File: src/rtl/pulse_stretcher_pkg.sv
// Shared definitions for pulse_stretcher: channel state encoding and counter sizing.
package pulse_stretcher_pkg;

  typedef enum logic [1:0] {
    PS_IDLE = 2'd0,
    PS_HIGH = 2'd1,
    PS_GAP  = 2'd2
  } ps_state_e;

  // Counter must hold the larger of the two reload values (HIGH_CYCLES-1, GAP_CYCLES-1).
  function automatic int ps_cnt_width(input int high_cycles, input int gap_cycles);
    int max_cycles;
    max_cycles = (high_cycles > gap_cycles) ? high_cycles : gap_cycles;
    return (max_cycles < 1) ? 1 : $clog2(max_cycles + 1);
  endfunction

endpackage

File: src/rtl/pulse_stretcher_ch.sv
// One pulse_stretcher channel: IDLE/HIGH/GAP FSM, down-counter, one-deep event queue.
// Build option: PULSE_STRETCHER_RETRIGGER_EN (pulses during HIGH extend the window).
module pulse_stretcher_ch
  import pulse_stretcher_pkg::*;
#(
  parameter int HIGH_CYCLES = 10,
  parameter int GAP_CYCLES  = 1
) (
  input  logic clk,
  input  logic rst,
  input  logic i_pulse,
  output logic o_level,
  output logic o_busy,
  output logic o_overflow
);

  localparam int CNT_W = ps_cnt_width(HIGH_CYCLES, GAP_CYCLES);
  localparam logic [CNT_W-1:0] HIGH_LOAD = CNT_W'(HIGH_CYCLES - 1);
  localparam logic [CNT_W-1:0] GAP_LOAD  = CNT_W'(GAP_CYCLES - 1);

  ps_state_e        r_state;
  logic [CNT_W-1:0] r_cnt;
  logic             r_pending;
  logic             r_level;
  logic             r_busy;
  logic             r_overflow;

  ps_state_e        w_state_nxt;
  logic [CNT_W-1:0] w_cnt_nxt;
  logic             w_pending_nxt;
  logic             w_overflow_nxt;
  logic             w_queue;
  logic             w_cnt_zero;

  assign w_cnt_zero = (r_cnt == '0);

  always_comb begin
    // NOTE: every signal assigned here gets a default first, so no path can infer a latch.
    w_state_nxt    = r_state;
    w_cnt_nxt      = r_cnt;
    w_pending_nxt  = r_pending;
    w_overflow_nxt = r_overflow;
    w_queue        = 1'b0;

    case (r_state)
      PS_IDLE: begin
        if (i_pulse) begin
          w_state_nxt = PS_HIGH;
          w_cnt_nxt   = HIGH_LOAD;
        end
      end

      PS_HIGH: begin
        if (w_cnt_zero) begin
          w_state_nxt = PS_GAP;
          w_cnt_nxt   = GAP_LOAD;
        end else begin
          w_cnt_nxt = r_cnt - 1'b1;
        end
`ifdef PULSE_STRETCHER_RETRIGGER_EN
        if (i_pulse) begin
          w_state_nxt = PS_HIGH;
          w_cnt_nxt   = HIGH_LOAD;
        end
`else
        w_queue = i_pulse;
`endif
      end

      PS_GAP: begin
        if (w_cnt_zero) begin
          if (r_pending) begin
            w_state_nxt   = PS_HIGH;
            w_cnt_nxt     = HIGH_LOAD;
            w_pending_nxt = 1'b0;
            w_queue       = i_pulse;
          end else if (i_pulse) begin
            // Window ends on the same edge: behave exactly like a pulse seen in IDLE.
            w_state_nxt = PS_HIGH;
            w_cnt_nxt   = HIGH_LOAD;
          end else begin
            w_state_nxt = PS_IDLE;
          end
        end else begin
          w_cnt_nxt = r_cnt - 1'b1;
          w_queue   = i_pulse;
        end
      end

      default: begin
        w_state_nxt = PS_IDLE;
        w_cnt_nxt   = '0;
      end
    endcase

    // Queue test uses the registered pending bit: an event already waiting always wins.
    if (w_queue) begin
      if (r_pending) w_overflow_nxt = 1'b1;
      else           w_pending_nxt  = 1'b1;
    end
  end

  always_ff @(posedge clk or posedge rst) begin
    if (rst) begin
      r_state    <= PS_IDLE;
      r_cnt      <= '0;
      r_pending  <= 1'b0;
      r_level    <= 1'b0;
      r_busy     <= 1'b0;
      r_overflow <= 1'b0;
    end else begin
      // NOTE: non-blocking assignments so every register samples pre-edge values.
      r_state    <= w_state_nxt;
      r_cnt      <= w_cnt_nxt;
      r_pending  <= w_pending_nxt;
      r_level    <= (w_state_nxt == PS_HIGH);
      r_busy     <= (w_state_nxt != PS_IDLE);
      r_overflow <= w_overflow_nxt;
    end
  end

  assign o_level    = r_level;
  assign o_busy     = r_busy;
  assign o_overflow = r_overflow;

endmodule

File: src/rtl/pulse_stretcher.sv
// Pulse stretcher top: WIDTH independent channels turning event pulses into timed level windows.
// Build option: PULSE_STRETCHER_RETRIGGER_EN (see pulse_stretcher_ch).
module pulse_stretcher
  import pulse_stretcher_pkg::*;
#(
  parameter int WIDTH       = 1,
  parameter int HIGH_CYCLES = 10,
  parameter int GAP_CYCLES  = 1
) (
  input  logic             clk,
  input  logic             rst,
  input  logic [WIDTH-1:0] pulse_in,
  output logic [WIDTH-1:0] level_out,
  output logic [WIDTH-1:0] busy,
  output logic [WIDTH-1:0] overflow
);

  for (genvar g = 0; g < WIDTH; g++) begin : g_ch
    pulse_stretcher_ch #(
      .HIGH_CYCLES(HIGH_CYCLES),
      .GAP_CYCLES (GAP_CYCLES)
    ) u_ch (
      .clk       (clk),
      .rst       (rst),
      .i_pulse   (pulse_in[g]),
      .o_level   (level_out[g]),
      .o_busy    (busy[g]),
      .o_overflow(overflow[g])
    );
  end

endmodule

File: config.mk
export PLATFORM = sky130hd
export DESIGN_NAME = pulse_stretcher
export DESIGN_NICKNAME = d
export VERILOG_FILES = /design/src/rtl/pulse_stretcher_pkg.sv /design/src/rtl/pulse_stretcher_ch.sv /design/src/rtl/pulse_stretcher.sv
export SDC_FILE = /design/constraint.sdc
export NUM_CORES = 1
export LEC_CHECK = 0
export BUFFER_PORTS_ARGS = -buffer_cell sky130_fd_sc_hd__buf_2
export CORE_MARGIN = 4
export CORE_UTILIZATION = 43
export DETAILED_ROUTE_END_ITERATION = 8
export GPL_ROUTABILITY_DRIVEN = 0
export GPL_TIMING_DRIVEN = 1
export PLACE_DENSITY = 0.7
export SYNTH_ARGS = -nofsm -noshare
export SYNTH_HDL_FRONTEND = slang
export SYNTH_SLANG_ARGS = --single-unit
File: constraint.sdc
create_clock -name clk -period 1.9 [get_ports clk]
set_input_delay 0.19 -clock clk [delete_from_list [all_inputs] [get_ports clk]]
set_output_delay 0.19 -clock clk [all_outputs]
set_load 0.1 [all_outputs]
==> flow_metrics.tcl <==
set metrics [dict create \
    die_w_um 47.0 \
    muxShareOfSynthArea 0 \
    wl_met2_um 581 \
    drtIter0Drc 8 \
    setup_viol 0 \
    io_pins 6 \
    cp-startpoint "g_ch[0].u_ch.r_cnt[0]" \
    dp.cells 85 \
    port-buffer-count 5 \
    root_buffer "clkbuf_4" \
    areaGrowthSynthToFinish_pct 13.5 \
    initial_core_util 0.480 \
    finalCritPeriodShare 0.912 \
    synth_top_cell_area_share 0.382 \
    synth-seq-area-share 0.382 \
    layout_commonest_cell "dfrtp_1" \
    synth_enable_flop_cells 0 \
    antenna_found_initial 0 \
    wl_met1_um 653 \
    slew_headroom 0.678 \
    path_max_fanout 8 \
    synth_cell_types 31 \
    dr.pass1.iters 4 \
    cts_setup_buffers 0 \
    worst_pin_slew_ns 0.486 \
    synth_adder_area_share 0.115 \
    ys_warn_count 0 \
    antenna_left 0 \
    fin_nets 85 \
    grt_pass1_wl_um 2280 \
    clk_latency_ns 0.28 \
    synthTopCellsByArea "dfrtp_1 38%, ha_1 11%, a2111oi_4 4.2%, o21ai_0 3.8%, nor4b_4 3.6%" \
    cts_made_buffers 3 \
    hold_slack_ns 0.321 \
    grt_pass1_vias 506 \
    synth_top_family_by_area "compound AO/OA/AOI/OAI gates" \
    start_kind "flop" \
    via_per_inst 5.66 \
    drc_errors 0 \
    tns_ns 0 \
    dp_hpwl_um 996 \
    post-route-min-period_ns 1.73 \
    grt_max_degree 11 \
    coreArea_sq_um 1370 \
    diodes 0 \
    ys.flop_type "dfrtp_1" \
    grt_overflow 0 \
    cts_tree "yes" \
    async_flop_share 1.00 \
    run_status "finished, final reports clean" \
    synthSimpleGateAreaFrac 0.208 \
    avgSynthCellArea_sq_um 10.1 \
    wl_met3_um 60 \
    final_cell_count_no_fill 90 \
    hold_viol 0 \
    synthesis.area_sq_um 656 \
    fmax_mhz 577 \
    rsz0062_at_grt "no" \
    path_clk_slew_ns 0.08 \
    cap_violations 0 \
    drt-total-wl_um 1320 \
    clockBufferDepth 2 \
    gr-usage-all-layers 0.153 \
    arrival_ns 1.91 \
    finalMaxSlewViolations 0 \
    post_drt_wl_per_cell_um 14.6 \
    final_cell_mix "10 x dfrtp_1, 6 x inv_1, 6 x ha_1" \
    synth_cells 65 \
    rr_startpoint "g_ch[0].u_ch.r_cnt[0]" \
    synth-seq-cells 10 \
    dr.max_layer_used "met4" \
    required_ns 2.07 \
    dieArea_sq_um 2210 \
    yosys.area_share.xor_xnor 0 \
    synth_compound_area_frac 0.233 \
    crit_type "reg -> reg" \
    synth_fp_nets 74 \
    crit_path_end_kind "flop" \
    synth_top_area_cell "dfrtp_1" \
    dr_total_vias 509 \
    hp-class "in -> reg" \
    htree_levels 1 \
    finalClockSkew_ns 0.00971 \
    die_h_um 47.0 \
    clock_sinks 10 \
    final_layout_size_suffix_gt1_frac 0.240 \
    hp-start "pulse_in" \
    rows 13 \
]
per-stage QoR:
stage | worst slack, ns | cell area [sq um] | util
6_report | 0.167 | 744 | 0.545
5_1_grt | 0.0491 | 744 | 0.545
4_1_cts | 0.0770 | 742 | 0.543
3_5_place_dp | 0.0808 | 696 | 0.509
3_3_place_gp | 0.134 | 696 | 0.509
2_1_floorplan | 0.199 | 656 | -
path summary, 6_finish.rpt:
| kind | to | depth (start not counted) | slack, ns |
|---|---|---|---|
| setup / recovery | g_ch[0].u_ch.r_pending | 6 | 0.17 |
| max in group asynchronous | g_ch[0].u_ch.r_state[1] | 3 | 1.20 |
| setup reg to reg | g_ch[0].u_ch.r_pending | 6 | 0.17 |
| hold reg to reg | g_ch[0].u_ch.o_overflow | 1 | 0.47 |
| min in group asynchronous | g_ch[0].u_ch.r_cnt[2] | 3 | 0.42 |
| hold / removal | g_ch[0].u_ch.r_pending | 2 | 0.32 |
state kept, by name, indices dropped and copies added (netlist names):
register              flops
g_ch.u_ch.o_level         1
g_ch.u_ch.o_busy          1
g_ch.u_ch.o_overflow      1
g_ch.u_ch.r_pending       1
g_ch.u_ch.r_state         2
g_ch.u_ch.r_cnt           4
synthesized netlist by cell type (all sizes together) (2+ instances only):
cell,instances
a21oi,4
a31oi,2
buf,2
dfrtp,10
ha,6
inv,6
nand2,3
nor2,5
nor2b,2
nor3,2
o21ai,6
or2,2
layer usage:
layer	global-route usage	vias up
met3	0.0690	5
met5	0	-
met1	0.201	240
met4	0.0663	0
met2	0.217	8
li1	-	256
worst max-delay path, cell delays in order (launching register included):
cell     delay, ns
dfrtp_1       0.38
inv_1         0.11
ha_1          0.19
or3b_4        0.45
nand2_1       0.14
o21ai_0       0.10
a32o_1        0.26
area by class of cell:
class	instances	area, sq um
Fill cell	135	622
Tap cell	15	18.8
Inverter	6	22.5
Timing Repair Buffer	8	50.0
Multi-Input combinational cell	47	367
Sequential cell	10	250
Clock buffer	4	36.3
logic make-up (layout without fill, tap and decap cells):
kind of cell | after synthesis | count (layout)
adder cells (fa/ha/maj) | 6 | 6
flip-flops | 10 | 10
AO/OA/AOI/OAI | 20 | 20
AND/OR/NAND/NOR | 21 | 21
buffers and inverters | 8 | 18
repair_timing:
action | in CTS | in global routing
hold endpoints to repair | 10 | 0
gates resized for setup | 0 | 1
endpoints found under the setup margin | 0 | 4
hold buffers | 1 | 0
Power is not shown: default switching activity piles up to over one toggle a cycle in this logic, so the estimate is an artifact.
